$ cat src/rtl/bram_load_arbiter.sv
// Round-robin arbiter that shares BRAM port 0 among NUM_LD load requesters.
// Each requester has a one-entry response buffer. Port 1 carries the single store stream straight through.
module bram_load_arbiter #(
    parameter int NUM_LD     = 2,
    parameter int DATA_WIDTH = 8,
    parameter int ADDR_WIDTH = 4
) (
    input  logic                         clk,
    input  logic                         rst,
    input  logic [NUM_LD*ADDR_WIDTH-1:0] ld_addr,
    input  logic [NUM_LD-1:0]            ld_addr_valid,
    output logic [NUM_LD-1:0]            ld_addr_ready,
    output logic [NUM_LD*DATA_WIDTH-1:0] ld_data,
    output logic [NUM_LD-1:0]            ld_data_valid,
    input  logic [NUM_LD-1:0]            ld_data_ready,
    input  logic [ADDR_WIDTH-1:0]        st_addr,
    input  logic [DATA_WIDTH-1:0]        st_data,
    input  logic                         st_valid,
    output logic                         st_ready,
    output logic                         ce0,
    output logic                         we0,
    output logic [ADDR_WIDTH-1:0]        address0,
    output logic [DATA_WIDTH-1:0]        dout0,
    input  logic [DATA_WIDTH-1:0]        din0,
    output logic                         ce1,
    output logic                         we1,
    output logic [ADDR_WIDTH-1:0]        address1,
    output logic [DATA_WIDTH-1:0]        dout1,
    output logic                         busy
);
    localparam int PTR_W = (NUM_LD > 1) ? $clog2(NUM_LD) : 1;

    logic [PTR_W-1:0]             rr_ptr_q, rr_ptr_d;
    logic [NUM_LD-1:0]            inflight_q, inflight_d;
    logic [PTR_W-1:0]             inflight_id_q, inflight_id_d;
    logic [NUM_LD-1:0]            resp_valid_q, resp_valid_d;
    logic [NUM_LD*DATA_WIDTH-1:0] resp_data_q, resp_data_d;
    logic [NUM_LD-1:0]            elig_s;
    logic                         grant_s;
    logic [PTR_W-1:0]             win_s;

    assign elig_s = ld_addr_valid & ~inflight_q & (~resp_valid_q | ld_data_ready);

    // Round-robin scan from rr_ptr; grants are suppressed while reset is held.
    always_comb begin : arb
        int idx;
        grant_s = 1'b0;
        win_s   = {PTR_W{1'b0}};
        idx     = 0;
        for (int k = 0; k < NUM_LD; k++) begin
            idx = int'(rr_ptr_q) + k;
            if (idx >= NUM_LD) begin
                idx = idx - NUM_LD;
            end else begin
                idx = idx;
            end
            if (!grant_s && elig_s[idx] && !rst) begin
                grant_s = 1'b1;
                win_s   = PTR_W'(idx);
            end else begin
                grant_s = grant_s;
            end
        end
    end

    // Read-port drive and one-hot grant vector.
    always_comb begin
        ce0           = grant_s;
        address0      = {ADDR_WIDTH{1'b0}};
        ld_addr_ready = {NUM_LD{1'b0}};
        for (int i = 0; i < NUM_LD; i++) begin
            ld_addr_ready[i] = grant_s && (win_s == PTR_W'(i));
        end
        if (grant_s) begin
            address0 = ld_addr[win_s*ADDR_WIDTH +: ADDR_WIDTH];
        end else begin
            address0 = {ADDR_WIDTH{1'b0}};
        end
    end

    // Next state: pointer advance, read tracking, response capture/consume.
    always_comb begin
        rr_ptr_d      = rr_ptr_q;
        inflight_id_d = inflight_id_q;
        inflight_d    = {NUM_LD{1'b0}};
        resp_valid_d  = resp_valid_q;
        resp_data_d   = resp_data_q;
        if (grant_s) begin
            rr_ptr_d      = (win_s == PTR_W'(NUM_LD - 1)) ? {PTR_W{1'b0}} : win_s + 1'b1;
            inflight_id_d = win_s;
        end else begin
            rr_ptr_d      = rr_ptr_q;
            inflight_id_d = inflight_id_q;
        end
        for (int i = 0; i < NUM_LD; i++) begin
            inflight_d[i] = grant_s && (win_s == PTR_W'(i));
            // A capture wins over a same-cycle consume: the buffer stays full with new data.
            if (inflight_q[i] && (inflight_id_q == PTR_W'(i))) begin
                resp_valid_d[i]                         = 1'b1;
                resp_data_d[i*DATA_WIDTH +: DATA_WIDTH] = din0;
            end else if (resp_valid_q[i] && ld_data_ready[i]) begin
                resp_valid_d[i] = 1'b0;
            end else begin
                resp_valid_d[i] = resp_valid_q[i];
            end
        end
    end

    // State registers.
    always_ff @(posedge clk or posedge rst) begin
        if (rst) begin
            rr_ptr_q      <= {PTR_W{1'b0}};
            inflight_q    <= {NUM_LD{1'b0}};
            inflight_id_q <= {PTR_W{1'b0}};
            resp_valid_q  <= {NUM_LD{1'b0}};
            resp_data_q   <= {(NUM_LD*DATA_WIDTH){1'b0}};
        end else begin
            rr_ptr_q      <= rr_ptr_d;
            inflight_q    <= inflight_d;
            inflight_id_q <= inflight_id_d;
            resp_valid_q  <= resp_valid_d;
            resp_data_q   <= resp_data_d;
        end
    end

    assign ld_data       = resp_data_q;
    assign ld_data_valid = resp_valid_q;
    assign busy          = (|inflight_q) | (|resp_valid_q);
    assign we0           = 1'b0;
    assign dout0         = {DATA_WIDTH{1'b0}};
    assign st_ready      = 1'b1;
    assign ce1           = st_valid;
    assign we1           = st_valid;
    assign address1      = st_addr;
    assign dout1         = st_data;

endmodule

$ cat config.mk
export PLATFORM = sky130hd
export DESIGN_NAME = bram_load_arbiter
export DESIGN_NICKNAME = d
export VERILOG_FILES = /design/src/rtl/bram_load_arbiter.sv
export SDC_FILE = /design/constraint.sdc
export NUM_CORES = 1
export LEC_CHECK = 0
export BUFFER_PORTS_ARGS = -buffer_cell sky130_fd_sc_hd__buf_2
export CAP_MARGIN = 10
export CORE_MARGIN = 3
export CORE_UTILIZATION = 36
export CTS_CLUSTER_DIAMETER = 150
export DETAILED_ROUTE_END_ITERATION = 10
export PLACE_DENSITY = 0.76
export SLEW_MARGIN = 20
export SYNTH_ARGS = -nofsm -noshare
export SYNTH_HDL_FRONTEND = slang
export SYNTH_SLANG_ARGS = --single-unit
export TNS_END_PERCENT = 5
$ cat constraint.sdc
create_clock -name clk -period 1.8 [get_ports clk]
set_clock_uncertainty 0.2 [all_clocks]
set_input_delay 0.36 -clock clk [delete_from_list [all_inputs] [get_ports clk]]
set_output_delay 0.36 -clock clk [all_outputs]
set_load 0.1 [all_outputs]
; ---- Yosys cells after proc, flatten, opt, wreduce, memory -nomap -nowiden
; Cells that the tools add are included.
[classes]
n_shift = 1
order_cmp = 4
bitwise_logic = 8
n_reduce_logical = 15
mux = 18
addsub = 4
[op_table]
columns = op, count
row1 = < comparator 32 x 3 -> 1 bit (second input constant), 2
row2 = two-way mux 32 bit, 2
row3 = two-way mux 1 bit, 15
row4 = logical AND 1 bit, 9
row5 = indexed part select 8 x 4 -> 4 bit, 1
row6 = AND 2 bit, 2
row7 = two-way mux 4 bit, 1
row8 = NOT 2 bit, 2
row9 = nonzero test 2 bit, 2
row10 = OR reduction 2 bit, 2
row11 = subtractor 1 x 2 -> 3 bit (second input constant), 1
row12 = subtractor 2 x 2 -> 3 bit (second input constant), 1
row13 = adder 1 x 1 -> 2 bit (second input constant), 1
row14 = greater-or-equal comparator 1 x 2 -> 1 bit (second input constant), 1
row15 = greater-or-equal comparator 2 bit (second input constant), 1
row16 = logical NOT 1 bit, 2
row17 = NOT 1 bit, 2
row18 = OR 2 bit, 1
row19 = adder 1 bit (second input constant), 1
row20 = OR 1 bit, 1
[totals]
ff_bits = 22
output_inout_bits = 50
inputBits = 35

; ---- Depth between registers and ports, before layout
; Gate-level depths: netlist of run 1.
[logic_depth]
word_depth = 14
ltp_mapped = 4

; ---- Least setup slack after synthesis of run 1
; No wires, ideal clock.
[synth_path]
path_kind = reg2out
start = reg resp_valid_q[1], in the netlist ld_data_valid[1]
end = out address0[0]
t_arrival_ns = 2.761
path_stages_with_launch = 5
path_buffers = 0
setup_slack_ns = -1.521
t_required_ns = 1.240
path_cell_list = dfrtp_1 -> nand2b_4 -> a311oi_2 -> a32oi_1 -> nor2_1
[synth_via]
elab_chain_len = 14
[synth_lines]
columns = element, line
row1 = start: declaration, 36  ; logic [NUM_LD-1:0] resp_valid_q, resp_valid_d;
row2 = start signal: assignment, 115  ; resp_valid_q <= {NUM_LD{1'b0}};
row3 = start signal: assignment, 121  ; resp_valid_q <= resp_valid_d;
row4 = NOT 2 bit (*), 42  ; assign elig_s = ld_addr_valid & ~inflight_q & (~resp_valid_q | ld_data_ready);
row5 = OR 2 bit (*), 42
row6 = AND 2 bit (*), 42
row7 = two-way mux 1 bit (implied by the code) (3 in series), 57  ; if (!grant_s && elig_s[idx] && !rst) begin
row8 = logical AND 1 bit, 57
row9 = two-way mux 1 bit, 57
row10 = logical NOT 1 bit, 57
row11 = logical AND 1 bit (2 in series), 57
row12 = two-way mux 1 bit, 57
row13 = indexed part select 8 x 4 -> 4 bit, 75  ; address0 = ld_addr[win_s*ADDR_WIDTH +: ADDR_WIDTH];
row14 = two-way mux 4 bit (*), 74  ; if (grant_s) begin
row15 = end: declaration, 22  ; output logic [ADDR_WIDTH-1:0] address0,
; Mark *: on every way between the ends. The rest lies on a longest branch, timed or not. The select of a mux whose other input is x is not followed.

; ---- Worst setup path after layout of run 1
[layout_path]
start = reg resp_valid_q[0], in the netlist ld_data_valid[0]
end = out address0[1]
; Same word-level chain as after synthesis.

==> out/metrics.yaml, run 1 <==
sta:
  drv_slew: 0
  min_period_over_period_pct: 135
  rsz0062_at_grt: "yes"
  fin_setup_tns_ps: -4310
  hold_ws_ps: 86.1
  min_period_ps: 2430
  max_freq_mhz: 411
  setup_viol: 8
  fin_ws_ps: -634
  hold_viol_final: 0
cells_and_area:
  drive_above_1_share_pct: 70.1
  layout.cells.non_filler: 189
  final_nets: 183
  fillers: 233
  final_util_pct: 58.6
  diodes: 0
  area_growth_pct: 47.6
global_route:
  grt_pass1_vias: 950
  grt_max_degree: 24
  grt_use_total_pct: 13.9
  antenna_found_initial: 0
  grt_pass1_wl_mm: 4.36
  overflow: 0
worst_setup_path:
  crit_type: "flop to output pin"
  crit_fanout: 5
  worstPathCellList: "nor2b_4 > or3_4 > a32oi_2 > nor2_4 > buf_12"
  cp.arrival_ps: 1870
  path_buf_inv: 1
  start_kind: "flop"
  critPathTopFamily: "simple AND/OR/NAND/NOR gates"
  worst_setup_path_end_kind: "output pin"
  crit_path_top_delay_cell: "dfrtp_4"
  required_ps: 1240
  cpPeakStageDelay_ps: 490
detailed_routing:
  wire_per_inst_um: 14.7
  vias_per_cell: 4.58
  ant_nets: 0
  firstDrtPassIters: 4
  first_iter_violations: 10
  drt_wl_total_mm: 2.78
  via_count: 866
  drc_errors: 0
logic_synthesis:
  syn_inst: 97
  synth.area.top_cells: "dfrtp_1 48%, buf_4 16%, mux2_2 16%, a32oi_1 3.1%, nand2b_4 2.4%"
  yosys_warnings: 0
  ys_seq_elements: 22
  synthFlopType: "dfrtp_1"
  synth_cell_type_count: 24
  synth_edf_count: 0
  syn_area_um2: 1140
  yosys.area.top_type_share_pct: 48.2
  yosysMostFrequentCell: "buf_4"
  synth.avg_cell_area_um2: 11.8
  ys_seq_area_share_pct: 48.2
  postSynth.asyncResetShare_pct: 100
  synth_top_area_cell: "dfrtp_1"
  yosys-top-cells-count: "24 x buf_4, 22 x dfrtp_1, 16 x mux2_2"
placed_design:
  place_hpwl_mm: 2.07
  gp_congestion: 0.791
  dp_cells: 182
  port_buffers: 47
job:
  cap_violations: 0
cts:
  cts_inserted_buffers: 3
  cts_sinks: 22
  htreeDepth: 1
  insertion_delay_ps: 310
  root_buffer: "clkbuf_4"
  cts_tree: "yes"
  clockBufferDepth: 2
  path_clk_slew_ps: 130
status:
  outcome: "finished with violations"
  violations: "negative setup slack"
floorplan:
  fp.dieW_um: 62.3
  fp.coreArea_um2: 2880
  die-area_um2: 3890
  ioPinCount: 85
  dieHeight_um: 62.3
  start_util_pct: 39.7
  rows: 19
hold_path:
  min_path_type: "primary input to flop"
==> routing by layer <==
metal  vias up  track usage [%]  routed length [um]
met5         -                0                   0
met4         0             6.34                  82
met3        12             3.78                 210
met2        50             24.9                1410
met1       410             15.2                1080
li1        394                -                   -
==> worst reg2reg max path, cell delays in order, from the launching register on <==
cell,delay [ps]
dfrtp_4,490
nor2b_4,140
or3_4,420
and3_2,270
buf_4,140
==> registers in the layout, summed over array words and instances, names as in the netlist <==
name,flops
ld_data_valid,2
inflight_q,2
rr_ptr_q,1
inflight_id_q,1
ld_data,16
==> timing repair <==
| item | 4_1_cts | 5_1_grt |
|---|---|---|
| hold buffers | 1 | 0 |
| buffers inserted | 2 | 0 |
| pin swaps | 2 | 7 |
| gates resized for setup | 11 | 6 |
| setup endpoints to repair | 10 | 9 |
| hold endpoints to repair | 22 | 0 |
==> layout make-up <==
type	count	area (um2)	share of cell area (%)
clock buffer	3	22.5	1.34
clock inverter	1	30.0	1.78
inverter	1	7.51	0.445
multi-input combinational	56	529	31.4
sequential	22	558	33.1
tap	42	52.6	3.12
timing repair buffer	64	487	28.9
==> cells in the final DEF, fill, tap and decap left out, types with 2 or more instances in the layout <==
cell,count
mux2_2,16
buf_12,7
nand2b_4,2
clkbuf_4,3
dfrtp_1,20
buf_6,3
buf_4,15
a32oi_2,3
nand2_1,4
dfrtp_4,2
nor2_4,4
buf_2,38
conb_1,10
nand2b_1,2
==> per-stage QoR <==
stage	worst slack (ps)	cell area (um2)
floorplan	-482	1230
global placement	-283	1520
detailed placement	-335	1520
CTS	-642	1660
global route	-675	1690
finish	-634	1690
==> final timing paths <==
path	from	endpoint	slack, ps	depth (start not counted)
max	ld_data_valid[0]	address0[1]	-630	5
min	din0[7]	ld_data[15]	90	2
min reg2reg	ld_data[12]	ld_data[12]	320	1
max reg2reg	ld_data_valid[0]	inflight_q[1]	60	4
min in group asynchronous	rst	ld_data[15]	470	4
max in group asynchronous	rst	ld_data_valid[1]	670	4
==> kinds of logic (layout without fill, tap and decap cells) <==
logic type,count (synthesis),count (layout),share of synthesized area (%)
other,2,10,0.657
DFF,22,22,48.2
and+or+nand+nor,21,21,12.2
buffers and inverters,27,69,16.9
AOI/OAI and AO/OA,9,9,6.35
muxes,16,16,15.8
Power of run 1 is left out: the tool's default activity adds up to more than one toggle a clock period on the data nets, which glitch-free logic cannot reach.
==> run 2, diff against run 1 <==
--- a/config.mk
+++ b/config.mk
@@ -9,9 +9,11 @@
 export CAP_MARGIN = 10
 export CORE_MARGIN = 3
 export CORE_UTILIZATION = 36
+export CTS_BUF_LIST = sky130_fd_sc_hd__clkbuf_16
 export CTS_CLUSTER_DIAMETER = 150
 export DETAILED_ROUTE_END_ITERATION = 10
 export PLACE_DENSITY = 0.76
+export SETUP_SLACK_MARGIN = 0.15
 export SLEW_MARGIN = 20
 export SYNTH_ARGS = -nofsm -noshare
 export SYNTH_HDL_FRONTEND = slang
==> run 2 against run 1 <==
  * The flow still finishes with violations (negative setup slack)
  * Hold slack better by 59 ps
  * Count of clock-buffer cells in the layout unchanged
  * Sequential share of layout area is 1.0 points lower
  * Via count decreased by 1.0%
  * Wire length shrank 0.83%
  * Sequential cell count unchanged
  * Critical path depth is the same
  * Global-route usage rose by 0.15 points
  * Critical path type unchanged
  * Critical endpoint unchanged
==> out/metrics.yaml, run 2 (same netlist as run 1, synthesis figures left out) <==
status:
  outcome: "finished with violations"  # unchanged
  violations: "negative setup slack"  # unchanged
sta:
  drv_slew: 0  # unchanged
  max_freq_mhz: 424  # was 411 MHz
  setup_viol: 8  # unchanged
  hold_ws_ps: 145  # was 86.1 ps
  min_period_over_period_pct: 131  # was 135%
  rsz0062_at_grt: "yes"  # unchanged
  hold_viol_final: 0  # unchanged
  fin_setup_tns_ps: -3720  # was -4310 ps
  min_period_ps: 2360  # was 2430 ps
  fin_ws_ps: -559  # was -634 ps
floorplan:
  fp.coreArea_um2: 2880  # unchanged
  ioPinCount: 85  # unchanged
  die-area_um2: 3890  # unchanged
  dieHeight_um: 62.3  # unchanged
  fp.dieW_um: 62.3  # unchanged
  start_util_pct: 39.7  # unchanged
  rows: 19  # unchanged
cells_and_area:
  layout_common_cells: "38 x buf_2, 20 x dfrtp_1, 16 x mux2_2"  # unchanged
  layout_commonest_cell: "buf_2"  # unchanged
  area_growth_pct: 52.2  # was 47.6%
  diodes: 0  # unchanged
  largest_register_ffs: 16  # unchanged
  final_nets: 183  # unchanged
  drive_above_1_share_pct: 70.1  # unchanged
hold_path:
  min_path_type: "primary input to flop"  # unchanged
  holdPathStages: 2  # unchanged
cts:
  cts_tree: "yes"  # unchanged
  cts_sinks: 22  # unchanged
  path_clk_slew_ps: 60  # was 130 ps
  insertion_delay_ps: 260  # was 310 ps
  clockBufferDepth: 2  # unchanged
  htreeDepth: 1  # unchanged
  cts_inserted_buffers: 3  # unchanged
  root_buffer: "clkbuf_16"  # was clkbuf_4
global_route:
  grt_max_degree: 24  # unchanged
  grt_pass1_vias: 961  # was 950
  grt_pass1_wl_mm: 4.32  # was 4.36 mm
  grt_use_total_pct: 14.0  # was 13.9%
  overflow: 0  # unchanged
  antenna_found_initial: 0  # unchanged
worst_setup_path:
  start_kind: "flop"  # unchanged
  crit_cells: 5  # unchanged
  cpPeakStageDelay_ps: 470  # was 490 ps
  required_ps: 1240  # about the same
  path_buf_inv: 1  # unchanged
  worstPathCellList: "nor2b_4 > or3_4 > a32oi_2 > nor2_4 > buf_12"  # unchanged
  cp.arrival_ps: 1800  # was 1870 ps
  worst_setup_path_end_kind: "output pin"  # unchanged
  crit_fanout: 5  # unchanged
  crit_path_top_delay_cell: "dfrtp_4"  # unchanged
  crit_type: "flop to output pin"  # unchanged
  reg2reg_depth: 4  # unchanged
  critPathTopFamily: "simple AND/OR/NAND/NOR gates"  # unchanged
placed_design:
  port_buffers: 47  # unchanged
  gp_congestion: 0.791  # unchanged
  pre_cts_slack_ps: -335  # unchanged
  place_hpwl_mm: 2.07  # unchanged
detailed_routing:
  first_iter_violations: 9  # was 10
  wire_per_inst_um: 14.6  # was 14.7 um
  vias_per_cell: 4.53  # was 4.58
  drc_errors: 0  # unchanged
  firstDrtPassIters: 3  # was 4
  ant_nets: 0  # unchanged
  via_count: 857  # was 866
  drt_wl_total_mm: 2.76  # was 2.78 mm
job:
  cap_violations: 0  # unchanged
[run 2: what timing repair did]
item / in CTS / in global routing
hold buffers: 1 / 0
pin swaps: 2 / 7
setup buffers: 2 / 0
endpoints found under the setup margin: 13 / 12
endpoints found under the hold margin: 22 / 0
gates resized for setup: 11 / 6
[run 2: through the flow]
stage	util [%]	area, um2	cells
floorplan	-	1230	105
global placement	52.9	1520	182
detailed placement	52.9	1520	182
CTS	59.4	1710	189
global route	60.5	1740	189
finish	60.5	1740	189
[run 2: worst reg2reg max path, stage by stage (launching register included)]
cell and delay, ps:
dfrtp_4 470, nor2b_4 140, or3_4 420, and3_2 270
buf_4 140
[run 2: layout make-up]
cell class	instances	area, um2
Timing Repair Buffer	64	487
Sequential cell	22	558
Multi-Input combinational cell	56	529
Clock buffer	3	75.1
Clock inverter	1	30.0
Inverter	1	7.51
Fill cell	228	1140
Tap cell	42	52.6
[run 2: layer usage]
metal / track usage, % / routed length (um) / up-vias
met5: 0 / 0 / -
met4: 7.99 / 44 / 0
met3: 4.50 / 212 / 8
met2: 23.8 / 1430 / 43
met1: 15.4 / 1080 / 411
li1: - / - / 395
[run 2: final timing paths]
kind | startpoint | endpoint | slack (ps)
min in group asynchronous | rst | ld_data[0] | 540
max in group asynchronous | rst | ld_data_valid[0] | 610
worst min register to register | ld_data[12] | ld_data[12] | 300
worst max register to register | ld_data_valid[0] | inflight_q[1] | 60
worst max-delay path | ld_data_valid[0] | address0[1] | -560
worst min-delay path | din0[7] | ld_data[15] | 150
Power of run 2 is left out for the same reason.
==> run 3, diff against run 2 <==
--- a/config.mk
+++ b/config.mk
@@ -7,7 +7,7 @@
 export LEC_CHECK = 0
 export BUFFER_PORTS_ARGS = -buffer_cell sky130_fd_sc_hd__buf_2
 export CAP_MARGIN = 10
-export CORE_MARGIN = 3
+export CORE_MARGIN = 5
 export CORE_UTILIZATION = 36
 export CTS_BUF_LIST = sky130_fd_sc_hd__clkbuf_16
 export CTS_CLUSTER_DIAMETER = 150
==> run 3 against run 2 <==
  * The flow still finishes with violations (negative setup slack)
  * Sequential share of layout area rose by 0.37 points
  * Non-clock buffer count fell by 1
  * Hold slack improved by 4.3 ps
  * Utilization fell by 4.1 points
  * Setup slack improved by 51 ps
  * Maximum frequency rose by 2.2%
  * Final cell count rose by 0.53%
  * Wire length fell by 0.18%
  * Via count rose by 0.47%
  * Global-route usage fell by 0.77 points
  * Die area rose by 13%
  * Sequential cell count did not move
  * Critical endpoint unchanged
  * Largest cell class unchanged
==> out/metrics.yaml, run 3 (same netlist as run 1, synthesis figures left out) <==
cts:
  cts_tree: "yes"  # unchanged
  clockBufferDepth: 2  # unchanged
  root_buffer: "clkbuf_16"  # unchanged
  cts_sinks: 22  # unchanged
  path_clk_slew_ps: 60  # about the same
  cts_inserted_buffers: 3  # unchanged
  insertion_delay_ps: 250  # was 260 ps
  htreeDepth: 1  # unchanged
detailed_routing:
  drt_wl_total_mm: 2.76  # about the same
  first_iter_violations: 9  # unchanged
  via_count: 861  # was 857
  wire_per_inst_um: 14.5  # was 14.6 um
  firstDrtPassIters: 4  # was 3
  drc_errors: 0  # unchanged
  vias_per_cell: 4.53  # about the same
  ant_nets: 0  # unchanged
floorplan:
  fp.dieW_um: 66.3  # was 62.3 um
  rows: 20  # was 19
  die-area_um2: 4400  # was 3890 um2
  fp.coreArea_um2: 3050  # was 2880 um2
  ioPinCount: 85  # unchanged
  dieHeight_um: 66.3  # was 62.3 um
  start_util_pct: 37.4  # was 39.7%
worst_setup_path:
  required_ps: 1240  # about the same
  crit_path_top_delay_cell: "dfrtp_4"  # unchanged
  reg2reg_depth: 4  # unchanged
  crit_fanout: 5  # unchanged
  crit_type: "flop to output pin"  # unchanged
  cp.arrival_ps: 1750  # was 1800 ps
  start_kind: "flop"  # unchanged
  worst_setup_path_end_kind: "output pin"  # unchanged
  cpPeakStageDelay_ps: 470  # about the same
  worstPathCellList: "nor2b_4 > or3_4 > a32oi_2 > nor2_4 > buf_12"  # unchanged
cells_and_area:
  drive_above_1_share_pct: 69.2  # was 70.1%
  diodes: 0  # unchanged
  final_nets: 182  # was 183
  layout_commonest_cell: "buf_2"  # unchanged
  seq_area_um2: 558  # unchanged
  largest_register_ffs: 16  # unchanged
  fillers: 267  # was 228
  multi_input_area_um2: 541  # was 529 um2
  area_growth_pct: 50.5  # was 52.2%
  layout_common_cells: "38 x buf_2, 20 x dfrtp_1, 16 x mux2_2"  # unchanged
  final_area_um2: 1720  # was 1740 um2
status:
  violations: "negative setup slack"  # unchanged
  outcome: "finished with violations"  # unchanged
sta:
  min_period_over_period_pct: 128  # was 131%
  rsz0062_at_grt: "yes"  # unchanged
  setup_viol: 8  # unchanged
  hold_viol_final: 0  # unchanged
  drv_slew: 0  # unchanged
  min_period_ps: 2310  # was 2360 ps
  max_freq_mhz: 433  # was 424 MHz
  fin_ws_ps: -509  # was -559 ps
hold_path:
  min_path_type: "primary input to flop"  # unchanged
  holdPathStages: 2  # unchanged
global_route:
  grt_max_degree: 24  # unchanged
  grt_use_total_pct: 13.3  # was 14.0%
  overflow: 0  # unchanged
  antenna_found_initial: 0  # unchanged
  grt_pass1_vias: 889  # was 961
  grt_pass1_wl_mm: 4.40  # was 4.32 mm
job:
  cap_violations: 0  # unchanged
placed_design:
  pre_cts_slack_ps: -308  # was -335 ps
  place_hpwl_mm: 2.12  # was 2.07 mm
  place_area_um2: 1520  # about the same
  gp_congestion: 0.732  # was 0.791
  port_buffers: 47  # unchanged
==> run 3: cell count changes in the layout (fill, tap and decap cells not counted), sizes merged <==
cell	change
clkinv	+1
bufinv	-1
buf	-1
==> run 3: layer usage <==
metal  global-route usage [%]  wire length [um]  up-vias
li1                         -                 -      395
met1                     14.4               930      417
met2                     23.7              1510       46
met3                     4.42               283        3
met4                     4.82                29        0
met5                        0                 0        -
==> run 3: area by class of cell <==
cell class              count  area share, %
clock inverters             1          0.218
repair buffers             63           27.9
well taps                  44           3.20
flip-flops and latches     22           32.5
clock buffers               3           4.37
multi-input cells          56           31.4
inverters                   1          0.437
==> run 3: what timing repair did <==
action	in CTS	in global routing
cloned	0	0
setup endpoints to repair	13	12
buffers inserted	1	0
gates resized for setup	15	3
pin swaps	8	4
hold buffers	1	0
endpoints found under the hold margin	22	0
==> run 3: worst paths after layout <==
check,from,to,slack [ps]
max,ld_data_valid[0],address0[1],-510
min,din0[3],ld_data[3],150
max reg2reg,ld_data_valid[0],inflight_q[1],70
min reg2reg,ld_data[14],ld_data[14],300
max in group asynchronous,rst,ld_data_valid[0],630
min in group asynchronous,rst,ld_data[12],530
==> run 3: worst max-delay path: cells and delay by family, from the launching register on <==
kind	cells	cell delay, ps
buf+inv	1	160
compound gates	1	240
flops	1	470
simple gates	3	620
==> run 3: stage by stage <==
stage	instances	hold WS (ps)	TNS (ps)	util (%)
floorplan	105	275	-3950	-
global placement	184	253	-1660	49.9
detailed placement	184	266	-1890	49.9
CTS	190	148	-3730	55.8
global route	190	148	-3930	56.3
finish	190	150	-3560	56.3
Power of run 3 is left out for the same reason.
